[config.mk]
export PLATFORM = sky130hd
export DESIGN_NAME = id_ex_stage
export DESIGN_NICKNAME = d
export VERILOG_FILES = /design/src/rtl/cpu_pkg.sv /design/src/rtl/id_bypass.sv /design/src/rtl/id_ex_stage.sv
export SDC_FILE = /design/constraint.sdc
export NUM_CORES = 1
export LEC_CHECK = 0
export ABC_CLOCK_PERIOD_IN_PS = 5400
export CAP_MARGIN = 40
export CORE_ASPECT_RATIO = 0.9
export CORE_MARGIN = 3
export CORE_UTILIZATION = 39
export CTS_CLUSTER_DIAMETER = 120
export DETAILED_ROUTE_END_ITERATION = 16
export GPL_ROUTABILITY_DRIVEN = 0
export PLACE_DENSITY_LB_ADDON = 0.12
export SLEW_MARGIN = 10
export SYNTH_ARGS = -nofsm -noshare
export SYNTH_HDL_FRONTEND = slang
export SYNTH_HIERARCHICAL = 1
export SYNTH_SLANG_ARGS = --single-unit
export TNS_END_PERCENT = 30
[constraint.sdc]
create_clock -name clk -period 5.4 [get_ports clk]
set_input_delay 1.35 -clock clk [delete_from_list [all_inputs] [get_ports clk]]
set_output_delay 1.35 -clock clk [all_outputs]
set_load 0.01 [all_outputs]
[src/rtl/cpu_pkg.sv]
// cpu_pkg: shared constants for the 5-stage pipeline.
//   DATA_W / REG_AW / CTRL_W : default datapath, register-number and control widths
//   CTRL_* : bit positions inside the control word
//            {RegWrite, MemtoReg, MemRead, MemWrite, ALUSrc, RegDst, ALUOp[1:0]}
package cpu_pkg;
  localparam int DATA_W = 32;
  localparam int REG_AW = 5;
  localparam int CTRL_W = 8;

  localparam int CTRL_REGWRITE = 7;
  localparam int CTRL_MEMTOREG = 6;
  localparam int CTRL_MEMREAD  = 5;
  localparam int CTRL_MEMWRITE = 4;
  localparam int CTRL_ALUSRC   = 3;
  localparam int CTRL_REGDST   = 2;
  localparam int CTRL_ALUOP_HI = 1;
  localparam int CTRL_ALUOP_LO = 0;
endpackage

[src/rtl/id_bypass.sv]
// id_bypass: combinational WB-to-ID operand bypass for one register-file read port.
// The register file is written at the same edge that ID/EX captures, so a
// write-back to the register being read must be forwarded here.
// Ports:
//   src_reg     : register number being read (rs or rt)
//   rf_data     : register-file read data for src_reg
//   wb_regwrite : write-back enable this cycle
//   wb_reg      : write-back destination
//   wb_data     : write-back value
//   op          : bypassed operand
// Build option: ID_EX_ZERO_REG_EN makes register 0 read as zero and never
// forward a write-back aimed at it.
module id_bypass #(
  parameter int DATA_W = cpu_pkg::DATA_W,
  parameter int REG_AW = cpu_pkg::REG_AW
) (
  input  logic [REG_AW-1:0] src_reg,
  input  logic [DATA_W-1:0] rf_data,
  input  logic              wb_regwrite,
  input  logic [REG_AW-1:0] wb_reg,
  input  logic [DATA_W-1:0] wb_data,
  output logic [DATA_W-1:0] op
);

  logic wb_hit;

`ifdef ID_EX_ZERO_REG_EN
  assign wb_hit = wb_regwrite && (wb_reg == src_reg) && (wb_reg != '0);

  always_comb begin
    op = rf_data;
    if (src_reg == '0)
      op = '0;
    else if (wb_hit)
      op = wb_data;
  end
`else
  assign wb_hit = wb_regwrite && (wb_reg == src_reg);

  always_comb begin
    op = rf_data;
    if (wb_hit)
      op = wb_data;
  end
`endif

endmodule

[src/rtl/id_ex_stage.sv]
// id_ex_stage: ID/EX pipeline register with WB-to-ID bypass and load-use
// hazard detection.
// Ports:
//   clk, rst            : clock, asynchronous active-high reset
//   ID_*                : decoded instruction (valid, control, rs/rt/rd, immediate)
//   Read_data_1/2       : register-file read data for rs/rt
//   WB_*                : write-back port (enable, destination, value)
//   Flush               : kill the instruction entering EX
//   Stall               : combinational; freeze PC and IF/ID
//   EX_*                : registered EX-stage copies, EX_Data_1/2 bypassed
// Build option: ID_EX_ZERO_REG_EN treats register 0 as hard-wired zero in the
// bypass and hazard logic.
module id_ex_stage #(
  parameter int DATA_W = cpu_pkg::DATA_W,
  parameter int REG_AW = cpu_pkg::REG_AW,
  parameter int CTRL_W = cpu_pkg::CTRL_W
) (
  input  logic              clk,
  input  logic              rst,
  input  logic              ID_Valid,
  input  logic [CTRL_W-1:0] ID_Control,
  input  logic [REG_AW-1:0] ID_rs,
  input  logic [REG_AW-1:0] ID_rt,
  input  logic [REG_AW-1:0] ID_rd,
  input  logic [DATA_W-1:0] ID_Imm,
  input  logic [DATA_W-1:0] Read_data_1,
  input  logic [DATA_W-1:0] Read_data_2,
  input  logic              WB_RegWrite,
  input  logic [REG_AW-1:0] WB_Write_register,
  input  logic [DATA_W-1:0] WB_Write_data,
  input  logic              Flush,
  output logic              Stall,
  output logic              EX_Valid,
  output logic [CTRL_W-1:0] EX_Control,
  output logic [REG_AW-1:0] EX_rs,
  output logic [REG_AW-1:0] EX_rt,
  output logic [REG_AW-1:0] EX_rd,
  output logic [DATA_W-1:0] EX_Imm,
  output logic [DATA_W-1:0] EX_Data_1,
  output logic [DATA_W-1:0] EX_Data_2
);
  import cpu_pkg::*;

  logic [DATA_W-1:0] op1, op2;
  logic              rt_hit;

  id_bypass #(.DATA_W(DATA_W), .REG_AW(REG_AW)) u_bypass_1 (
    .src_reg     (ID_rs),
    .rf_data     (Read_data_1),
    .wb_regwrite (WB_RegWrite),
    .wb_reg      (WB_Write_register),
    .wb_data     (WB_Write_data),
    .op          (op1)
  );

  id_bypass #(.DATA_W(DATA_W), .REG_AW(REG_AW)) u_bypass_2 (
    .src_reg     (ID_rt),
    .rf_data     (Read_data_2),
    .wb_regwrite (WB_RegWrite),
    .wb_reg      (WB_Write_register),
    .wb_data     (WB_Write_data),
    .op          (op2)
  );

  // rt is compared even when the ID instruction does not read it.
`ifdef ID_EX_ZERO_REG_EN
  assign rt_hit = ((EX_rt == ID_rs) || (EX_rt == ID_rt)) && (EX_rt != '0);
`else
  assign rt_hit = (EX_rt == ID_rs) || (EX_rt == ID_rt);
`endif

  // Only registered EX state and ID inputs feed Stall; no WB inputs.
  assign Stall = ID_Valid && EX_Valid && EX_Control[CTRL_MEMREAD] && rt_hit && !Flush;

  always_ff @(posedge clk or posedge rst) begin
    if (rst) begin
      EX_Valid   <= 1'b0;
      EX_Control <= '0;
      EX_rs      <= '0;
      EX_rt      <= '0;
      EX_rd      <= '0;
      EX_Imm     <= '0;
      EX_Data_1  <= '0;
      EX_Data_2  <= '0;
    end else if (Flush || Stall) begin
      // Flush kills; Stall inserts a bubble while ID is held upstream.
      EX_Valid   <= 1'b0;
      EX_Control <= '0;
      EX_rs      <= '0;
      EX_rt      <= '0;
      EX_rd      <= '0;
      EX_Imm     <= '0;
      EX_Data_1  <= '0;
      EX_Data_2  <= '0;
    end else begin
      EX_Valid   <= ID_Valid;
      EX_Control <= ID_Valid ? ID_Control : '0;
      EX_rs      <= ID_rs;
      EX_rt      <= ID_rt;
      EX_rd      <= ID_rd;
      EX_Imm     <= ID_Imm;
      EX_Data_1  <= op1;
      EX_Data_2  <= op2;
    end
  end

endmodule

==> results of run 1 <==
## metrics by stage
stage                     cell area (µm²)  std cells  utilization, %  total power [mW]
after floorplan                      5240        360               -              1.12
after global placement               8120        791            62.8              1.36
after detailed placement             8140        792            63.0              1.37
after CTS                            8770        824            67.8              2.56
after global routing                 8770        824            67.8              2.64
final                                8770        824            67.8              2.54
## where the power goes
group	internal, mW	leakage (nW)	switching [mW]	total (mW)
Sequential	0.947	1.55	0.0144	0.961
Clock	0.791	0.305	0.398	1.19
Combinational	0.256	2.03	0.130	0.386
Total	1.99	3.89	0.542	2.54
## synth_stat cells (2+ instances only)
library cell | count | area share [%]
xor2_1 | 18 | 3.0
buf_6 | 3 | 0.64
nor4_1 | 3 | 0.36
and2_1 | 65 | 7.8
mux2_4 | 60 | 17
clkbuf_2 | 8 | 0.76
xnor2_1 | 2 | 0.33
nor2_1 | 5 | 0.36
and3_1 | 9 | 1.1
and2_2 | 47 | 6.7
mux2_2 | 4 | 0.86
clkbuf_1 | 3 | 0.21
dfrtp_1 | 120 | 57
buf_12 | 6 | 2.3
## logic make-up after synthesis
kind of cell              synth area share, %
and+or+nand+nor                          16.9
AOI/OAI and AO/OA                       0.454
buffers and inverters                    3.99
xor gates and xnor gates                 3.34
muxes                                    18.0
DFF                                      57.3
## cells in the final DEF, fill, tap and decap left out, drive strengths merged, types with 3 or more instances in the layout
cell | netlist | layout
clkinv | 0 | 6
buf | 9 | 7
nor2 | 5 | 5
clkbuf | 11 | 19
and2 | 112 | 112
clkdlybuf4s50 | 0 | 281
nor4 | 4 | 4
and3 | 10 | 10
clkinvlp | 0 | 3
xor2 | 18 | 18
mux2 | 64 | 64
dfrtp | 120 | 120
bufinv | 0 | 4
## worst max-delay path, stage by stage
cell	delay [ns]
clkdlybuf4s50_1	0.46
xor2_1	0.17
nor4_2	0.48
a32oi_1	0.26
nor2_1	0.16
clkdlybuf4s50_1	0.55
## area by class of cell
class                           instances  area (µm²)
Tap cell                              164         205
Inverter                                1        6.26
Timing Repair Buffer                  288        2890
Fill cell                             942        4160
Sequential cell                       120        3000
Clock inverter                         13         176
Multi-Input combinational cell        219        2040
Clock buffer                           19         453
## routing by layer
layer | vias to the layer above | global-route usage, % | wire length [µm]
met5 | - | 0 | 0
met4 | 0 | 9.69 | 467
met3 | 35 | 7.65 | 1180
met2 | 172 | 33.6 | 7490
met1 | 1791 | 20.2 | 4950
li1 | 1741 | - | -
## path summary, 6_finish.rpt
kind / end / slack (ns) / depth (start not counted)
min in group asynchronous: EX_Imm[13] / 1.24 / 2
hold / removal: EX_Valid / 1.07 / 4
max in group asynchronous: EX_Imm[7] / 3.18 / 4
setup / recovery: Stall / 0.61 / 6
hold reg to reg: EX_Valid / 1.07 / 4
setup reg to reg: EX_Data_1[25] / 3.40 / 5
## registers in the layout, indices dropped and copies added, names as in the netlist
signal      flops
EX_Valid        1
EX_rs           5
EX_Data_2      32
EX_Imm         32
EX_Control      8
EX_rd           5
EX_rt           5
EX_Data_1      32
==> impl_metrics.py, run 1 <==
metrics = {
    "run_status": {
        "status": "finished, final reports clean",
    },
    "finish": {
        "syn_to_final_growth_pct": 67.4,
        "diodes": 0,
        "drive_above_1_share_pct": 23.6,
        "nets": 808,
    },
    "synth": {
        "avgSynthCellArea_um2": 14.6,
        "synth-edff-count": 0,
        "yosysSeqAreaShare_pct": 57.3,
        "synth_seq_cells": 120,
        "ys.flop_type": "dfrtp_1",
        "synth_area_mm2": 0.00524,
        "syn_inst": 360,
        "ys_async_sr_fraction_pct": 100,
        "synth.net_count": 521,
        "synth_warnings": 6,
        "synth_cell_types": 21,
    },
    "setup_path": {
        "required_ns": 4.05,
        "worst_r2r_startpoint": "EX_rt[3]",
        "path_max_fanout": 9,
        "endpoint_kind": "output pin",
        "critPathLaunch": "ID_rs[3]",
        "critPathLaunchType": "input pin",
        "arrival_ns": 3.44,
        "critical_path_class": "input pin to output pin",
    },
    "global_routing": {
        "grt_pass1_wl_mm": 21.5,
        "grt_max_degree": 71,
        "grt_pass1_vias": 4033,
        "groute.usage.overall_pct": 19.3,
        "grt_overflow_total": 0,
        "antenna_found_initial": 0,
    },
    "clock_network": {
        "cts.hold.buffers_added": 0,
        "cts.sinks": 120,
        "numCtsBuffers": 17,
        "h-tree-depth": 4,
        "post_cts_buffers": 0,
        "cts_root_buffer": "clkbuf_16",
        "insertion_delay_ns": 0.41,
        "ctsResizeCount": 0,
        "path_clk_slew_ns": 0.05,
        "cts_buffer_depth": 2,
        "cts_tree": "built",
    },
    "place": {
        "port_buffers": 281,
        "pre_cts_slack_ns": 0.642,
        "hpwlAfterDp_mm": 10.8,
    },
    "sta": {
        "fin_tns_setup_ns": 0,
        "holdWs_ns": 1.07,
        "finalSetupViolCount": 0,
        "worstMarginPinSlew_ns": 0.676,
        "setup_slack_ns": 0.609,
        "max_slew_margin_pct": 54.9,
        "fin_worst_skew_ns": 0.00756,
        "period_share_pct": 88.7,
        "slew_viol_final": 0,
        "fmax_ghz": 0.209,
        "hold_viol_final": 0,
        "fin_crit_ns": 4.79,
        "rsz0062_at_grt": "false",
    },
    "flow_run": {
        "drv_cap": 0,
    },
    "die": {
        "die_area_mm2": 0.0149,
        "rows": 39,
        "die_x_um": 128,
        "ios": 282,
        "core_area_mm2": 0.0129,
        "initial_core_util_pct": 40.5,
        "die_h_um": 116,
    },
    "pwr": {
        "vdd_drop_max_mv": 0.231,
        "p_per_area_mw_per_mm2": 289,
        "leakagePower_nw": 3.89,
    },
    "detailed_routing": {
        "via_count": 3739,
        "ant_nets": 0,
        "drc": 0,
        "drt_iter0_markers": 121,
        "totalWireLength_mm": 14.1,
        "drt-wirelength-per-cell_um": 17.1,
        "drt_pass1_iterations": 4,
        "viasPerCell": 4.54,
    },
    "worst_hold_path": {
        "hold_path_startpoint": "EX_rt[4]",
        "hold_path_class": "flop to flop",
    },
}
Power figures use the tool's default switching activity.
==> run 2: changes to the inputs <==
- CAP_MARGIN: 40 -> 20
==> run 2 against run 1 <==
  * Hold slack worse by 0.017 ns
  * Highest routed layer unchanged
  * Utilization fell by 0.63 points
  * Final cell count shrank 0.36%
  * Die area unchanged
  * Sequential share of layout area increased by 0.32 points
  * Critical path type unchanged
  * Critical path depth stayed put
  * Clock skew is 0.0023 ns higher
  * Via count shrank 0.53%
  * Critical endpoint unchanged
  * Setup slack better by 0.031 ns
==> impl_metrics.py, run 2 (same netlist as run 1, synthesis figures left out) <==
metrics = {
    "worst_hold_path": {
        "hold_path_startpoint": "EX_Valid",
        "hold_path_class": "flop to flop",
        "whs_path_depth": 4,
    },
    "setup_path": {
        "reg2regPathDepth": 5,
        "critical_path_class": "input pin to output pin",
        "r2r_slack_ns": 3.43,
        "endpoint_kind": "output pin",
        "arrival_ns": 3.41,
        "worst_r2r_startpoint": "EX_rt[3]",
        "required_ns": 4.05,
        "critPathLaunch": "ID_rs[3]",
        "critPathLaunchType": "input pin",
        "path_max_fanout": 9,
    },
    "finish": {
        "fill_cells": 937,
        "regArea_mm2": 0.00300,
        "fin_area_mm2": 0.00869,
        "drive_above_1_share_pct": 23.0,
        "syn_to_final_growth_pct": 65.8,
        "nets": 807,
        "largestRegisters": "EX_Data_1: 32 flops, EX_Data_2: 32 flops, EX_Imm: 32 flops",
        "layout_common_cells": "clkdlybuf4s50_1, dfrtp_1, and2_1",
        "final_common_cell": "clkdlybuf4s50_1",
        "diodes": 0,
        "multi_input_area_mm2": 0.00204,
    },
    "pwr": {
        "p_comb_share_pct": 15.7,
        "intPower_mw": 1.93,
        "power_frac_clock_pct": 45.1,
        "leakagePower_nw": 3.86,
        "pwr-share-seq_pct": 39.3,
        "p_sw_share_pct": 21.3,
        "p_sw_mw": 0.523,
        "vdd_drop_max_mv": 0.180,
        "p_per_area_mw_per_mm2": 282,
    },
    "clock_network": {
        "cts_buffer_depth": 2,
        "path_clk_slew_ns": 0.05,
        "numCtsBuffers": 17,
        "insertion_delay_ns": 0.42,
        "ctsResizeCount": 0,
        "cts.sinks": 120,
        "cts_tree": "built",
        "cts_root_buffer": "clkbuf_16",
        "h-tree-depth": 4,
        "cts.hold.buffers_added": 0,
        "post_cts_buffers": 0,
    },
    "sta": {
        "fin_worst_skew_ns": 0.00983,
        "hold_viol_final": 0,
        "rsz0062_at_grt": "false",
        "setup_slack_ns": 0.640,
        "finalSetupViolCount": 0,
        "max_slew_margin_pct": 37.6,
        "slew_viol_final": 0,
        "fin_crit_ns": 4.76,
        "worstMarginPinSlew_ns": 0.936,
        "holdWs_ns": 1.05,
        "period_share_pct": 88.2,
        "fin_tns_setup_ns": 0,
        "fmax_ghz": 0.210,
    },
    "flow_run": {
        "drv_cap": 0,
    },
    "global_routing": {
        "grt_pass1_vias": 3959,
        "groute.usage.overall_pct": 19.1,
        "grt_pass1_wl_mm": 21.3,
        "antenna_found_initial": 0,
        "grt_max_degree": 74,
        "grt_overflow_total": 0,
    },
    "place": {
        "port_buffers": 281,
        "hpwlAfterDp_mm": 10.7,
        "place_area_mm2": 0.00812,
        "pre_cts_slack_ns": 0.630,
    },
    "die": {
        "rows": 39,
        "initial_core_util_pct": 40.5,
        "ios": 282,
        "core_area_mm2": 0.0129,
        "die_h_um": 116,
        "die_x_um": 128,
        "die_area_mm2": 0.0149,
    },
    "detailed_routing": {
        "drt-wirelength-per-cell_um": 17.3,
        "totalWireLength_mm": 14.2,
        "drc": 0,
        "drt_iter0_markers": 144,
        "drt_pass1_iterations": 4,
        "ant_nets": 0,
        "via_count": 3719,
        "viasPerCell": 4.53,
    },
    "run_status": {
        "status": "finished, final reports clean",
    },
}
## run 2: layout make-up
cell class,instances,area share (%)
well taps,164,2.36
clock buffers,20,5.14
inverters,1,0.0720
flip-flops and latches,120,34.6
clock inverters,10,1.48
multi-input cells,219,23.5
repair buffers,287,32.9
## run 2: worst max-delay path, stage by stage
cell	delay (ns)
clkdlybuf4s50_1	0.47
xor2_1	0.17
nor4_2	0.46
a32oi_1	0.25
nor2_1	0.15
clkdlybuf4s50_1	0.55
## run 2: per-stage QoR
step	util (%)	total power [mW]	cells
floorplan	-	1.12	360
global placement	62.8	1.36	791
detailed placement	62.8	1.37	791
CTS	67.2	2.48	821
global route	67.2	2.54	821
finish	67.2	2.45	821
## run 2: per-layer routing
| layer | share of wire, % | track usage [%] | up-vias | wire length (µm) |
|---|---|---|---|---|
| met3 | 8.4 | 8.06 | 27 | 1200 |
| met5 | 0 | 0 | - | 0 |
| met4 | 2.6 | 8.35 | 0 | 377 |
| li1 | - | - | 1733 | - |
| met2 | 53 | 33.1 | 164 | 7570 |
| met1 | 36 | 20.4 | 1795 | 5080 |
## run 2: final timing paths
kind	endpoint
worst max-delay path	Stall
worst min-delay path	EX_Valid
worst max register to register	EX_Imm[2]
worst min register to register	EX_Valid
max in group asynchronous	EX_Imm[9]
min in group asynchronous	EX_Imm[13]
## run 2: power by group through the flow
stage / Combinational (mW) / Sequential [mW] / Clock, mW
after floorplan: 0.120 / 1.00 / 0
after global placement: 0.383 / 0.976 / 0
after detailed placement: 0.388 / 0.977 / 0
after CTS: 0.391 / 0.963 / 1.13
after global routing: 0.411 / 0.966 / 1.17
final: 0.384 / 0.962 / 1.10
==> run 3: changes to the inputs <==
- GPL_TIMING_DRIVEN: default -> 0
==> run 3 against run 2 <==
  * Clock skew shrank 0.0038 ns
  * Count of clock-buffer cells in the layout increased by 5
  * Largest cell class is now buffers
  * First-iteration DRC count down 17%
  * Cell area grew 2.1%
  * Total power is 0.42% lower
  * Non-clock buffer count is 15 higher
  * Highest routed layer unchanged
  * Fmax is 2.8% higher
  * Combinational power rose by 2%
  * Hold slack worse by 0.033 ns
  * Critical path depth unchanged
  * Utilization rose by 1.4 points
  * Critical endpoint unchanged
  * Via count grew 0.67%
==> impl_metrics.py, run 3 (same netlist as run 1, synthesis figures left out) <==
metrics = {
    "flow_run": {
        "drv_cap": 0,
    },
    "clock_network": {
        "ctsResizeCount": 0,
        "cts.sinks": 120,
        "cts_tree": "built",
        "cts.hold.buffers_added": 0,
        "h-tree-depth": 4,
        "insertion_delay_ns": 0.41,
        "numCtsBuffers": 17,
        "post_cts_buffers": 0,
        "cts_buffer_depth": 2,
        "cts_root_buffer": "clkbuf_16",
        "path_clk_slew_ns": 0.05,
    },
    "setup_path": {
        "max_stage_delay_ns": 0.56,
        "r2r_slack_ns": 3.51,
        "arrival_ns": 3.28,
        "critical_path_class": "input pin to output pin",
        "critPathMostFrequentCell": "clkdlybuf4s50_1",
        "required_ns": 4.05,
        "endpoint_kind": "output pin",
        "cpMaxStageDelayCell": "clkdlybuf4s50_1",
        "rr_endpoint": "EX_Data_2[25]",
        "reg2regPathDepth": 6,
        "path_max_fanout": 9,
        "worst_r2r_startpoint": "EX_rt[3]",
        "path_cells": "clkdlybuf4s50_1 > xor2_1 > nor4_2 > a32oi_1 > nor2_1 > clkdlybuf4s50_1",
        "critPathLaunchType": "input pin",
    },
    "global_routing": {
        "busiest_layer": "met2",
        "groute.usage.overall_pct": 19.5,
        "met1_usage_pct": 21.8,
        "grt_pass1_wl_mm": 21.8,
        "grt_max_degree": 64,
        "grt_overflow_total": 0,
        "antenna_found_initial": 0,
        "use_met2_pct": 33.6,
        "grt_pass1_vias": 4032,
        "grt_use_met3_pct": 7.42,
    },
    "sta": {
        "fin_worst_skew_ns": 0.00607,
        "finalSetupViolCount": 0,
        "fmax_ghz": 0.216,
        "rsz0062_at_grt": "false",
        "max_slew_margin_pct": 63.6,
        "fin_crit_ns": 4.63,
        "hold_viol_final": 0,
        "worstMarginPinSlew_ns": 0.546,
        "slew_viol_final": 0,
        "period_share_pct": 85.8,
    },
    "finish": {
        "utilization_pct": 68.6,
        "largestRegisters": "EX_Data_1: 32 flops, EX_Data_2: 32 flops, EX_Imm: 32 flops",
        "drive_above_1_share_pct": 24.2,
        "nets": 822,
        "fill_cells": 917,
        "layout_common_cells": "clkdlybuf4s50_1, dfrtp_1, and2_1",
        "finalNonFillerCells": 838,
        "diodes": 0,
        "final_common_cell": "clkdlybuf4s50_1",
        "syn_to_final_growth_pct": 69.3,
    },
    "die": {
        "die_x_um": 128,
        "core_area_mm2": 0.0129,
        "initial_core_util_pct": 40.5,
        "die_h_um": 116,
        "rows": 39,
        "die_area_mm2": 0.0149,
        "ios": 282,
    },
    "worst_hold_path": {
        "whs_path_depth": 4,
        "holdPathEnd": "EX_Valid",
        "hold_path_startpoint": "EX_Control[5]",
        "hold_path_class": "flop to flop",
    },
    "detailed_routing": {
        "ant_nets": 0,
        "viasPerCell": 4.47,
        "drt_pass1_iterations": 4,
        "drc": 0,
        "drt_iter0_markers": 120,
        "totalWireLength_mm": 14.3,
        "via_count": 3744,
        "drt-wirelength-per-cell_um": 17.0,
    },
    "pwr": {
        "leakagePower_nw": 3.95,
        "p_per_area_mw_per_mm2": 275,
        "vdd_drop_max_mv": 0.200,
    },
    "place": {
        "hpwlAfterDp_mm": 11.0,
        "dp_cells": 806,
        "port_buffers": 281,
    },
    "run_status": {
        "status": "finished, final reports clean",
    },
}
-- run 3: cell count changes in the layout (fill, tap and decap cells not counted), moves of 2 or more --
cell	previous run	this run
clkbuf_2	0	8
buf_12	0	6
buf_4	6	0
clkbuf_8	1	6
buf_6	0	3
clkbuf_1	2	5
and3_1	7	9
and3_2	3	1
bufinv_16	3	1
clkinv_2	6	4
clkinvlp_4	0	2
-- run 3: how the worst max path moves through the flow --
stage             start       endpoint  slack (ns)
2_1_floorplan       rst  EX_Control[0]        0.86
3_3_place_gp        rst   EX_Data_2[9]       -0.80
3_5_place_dp   ID_rs[3]          Stall        0.74
4_1_cts        ID_rs[3]          Stall        0.74
5_1_grt        ID_rs[3]          Stall        0.54
6_report       ID_rs[3]          Stall        0.77
-- run 3: final cells by class --
class / count / area, µm² / share of cell area, %
Buffer: 20 / 205 / 2.31
Clock buffer: 25 / 515 / 5.81
Clock inverter: 7 / 65.1 / 0.733
Inverter: 1 / 8.76 / 0.0987
Multi-Input combinational cell: 219 / 2030 / 22.9
Sequential cell: 120 / 3000 / 33.8
Tap cell: 164 / 205 / 2.31
Timing Repair Buffer: 282 / 2840 / 32.0
-- run 3: power breakdown --
group	internal [mW]	switching, mW
Sequential	0.947	0.0146
Combinational	0.260	0.131
Clock	0.702	0.384
Total	1.91	0.530
-- run 3: per-stage QoR --
step | hold WS (ns) | setup WS, ns | instance area [µm²] | setup TNS [ns] | power, mW
final | 1.02 | 0.769 | 8870 | 0 | 2.44
after global routing | 1.16 | 0.541 | 8870 | 0 | 2.54
after detailed placement | 1.02 | 0.737 | 8290 | 0 | 1.37
after global placement | 1.03 | -0.796 | 8260 | -95.05 | 1.36
after CTS | 1.04 | 0.742 | 8870 | 0 | 2.47
after floorplan | 0.954 | 0.864 | 5240 | 0 | 1.12
-- run 3: critical path: cells and delay by family --
family                    cells  cell delay (ns)
xor gates and xnor gates      1             0.18
and+or+nand+nor               2             0.49
AOI/OAI and AO/OA             1             0.22
buffers and inverters         2             1.04
-- run 3: per-layer routing --
| layer | vias to the layer above | share of wire [%] | routed length (µm) |
|---|---|---|---|
| li1 | 1773 | - | - |
| met1 | 1783 | 37 | 5350 |
| met2 | 164 | 52 | 7400 |
| met3 | 24 | 8.4 | 1200 |
| met4 | 0 | 2.3 | 327 |
| met5 | - | 0 | 0 |
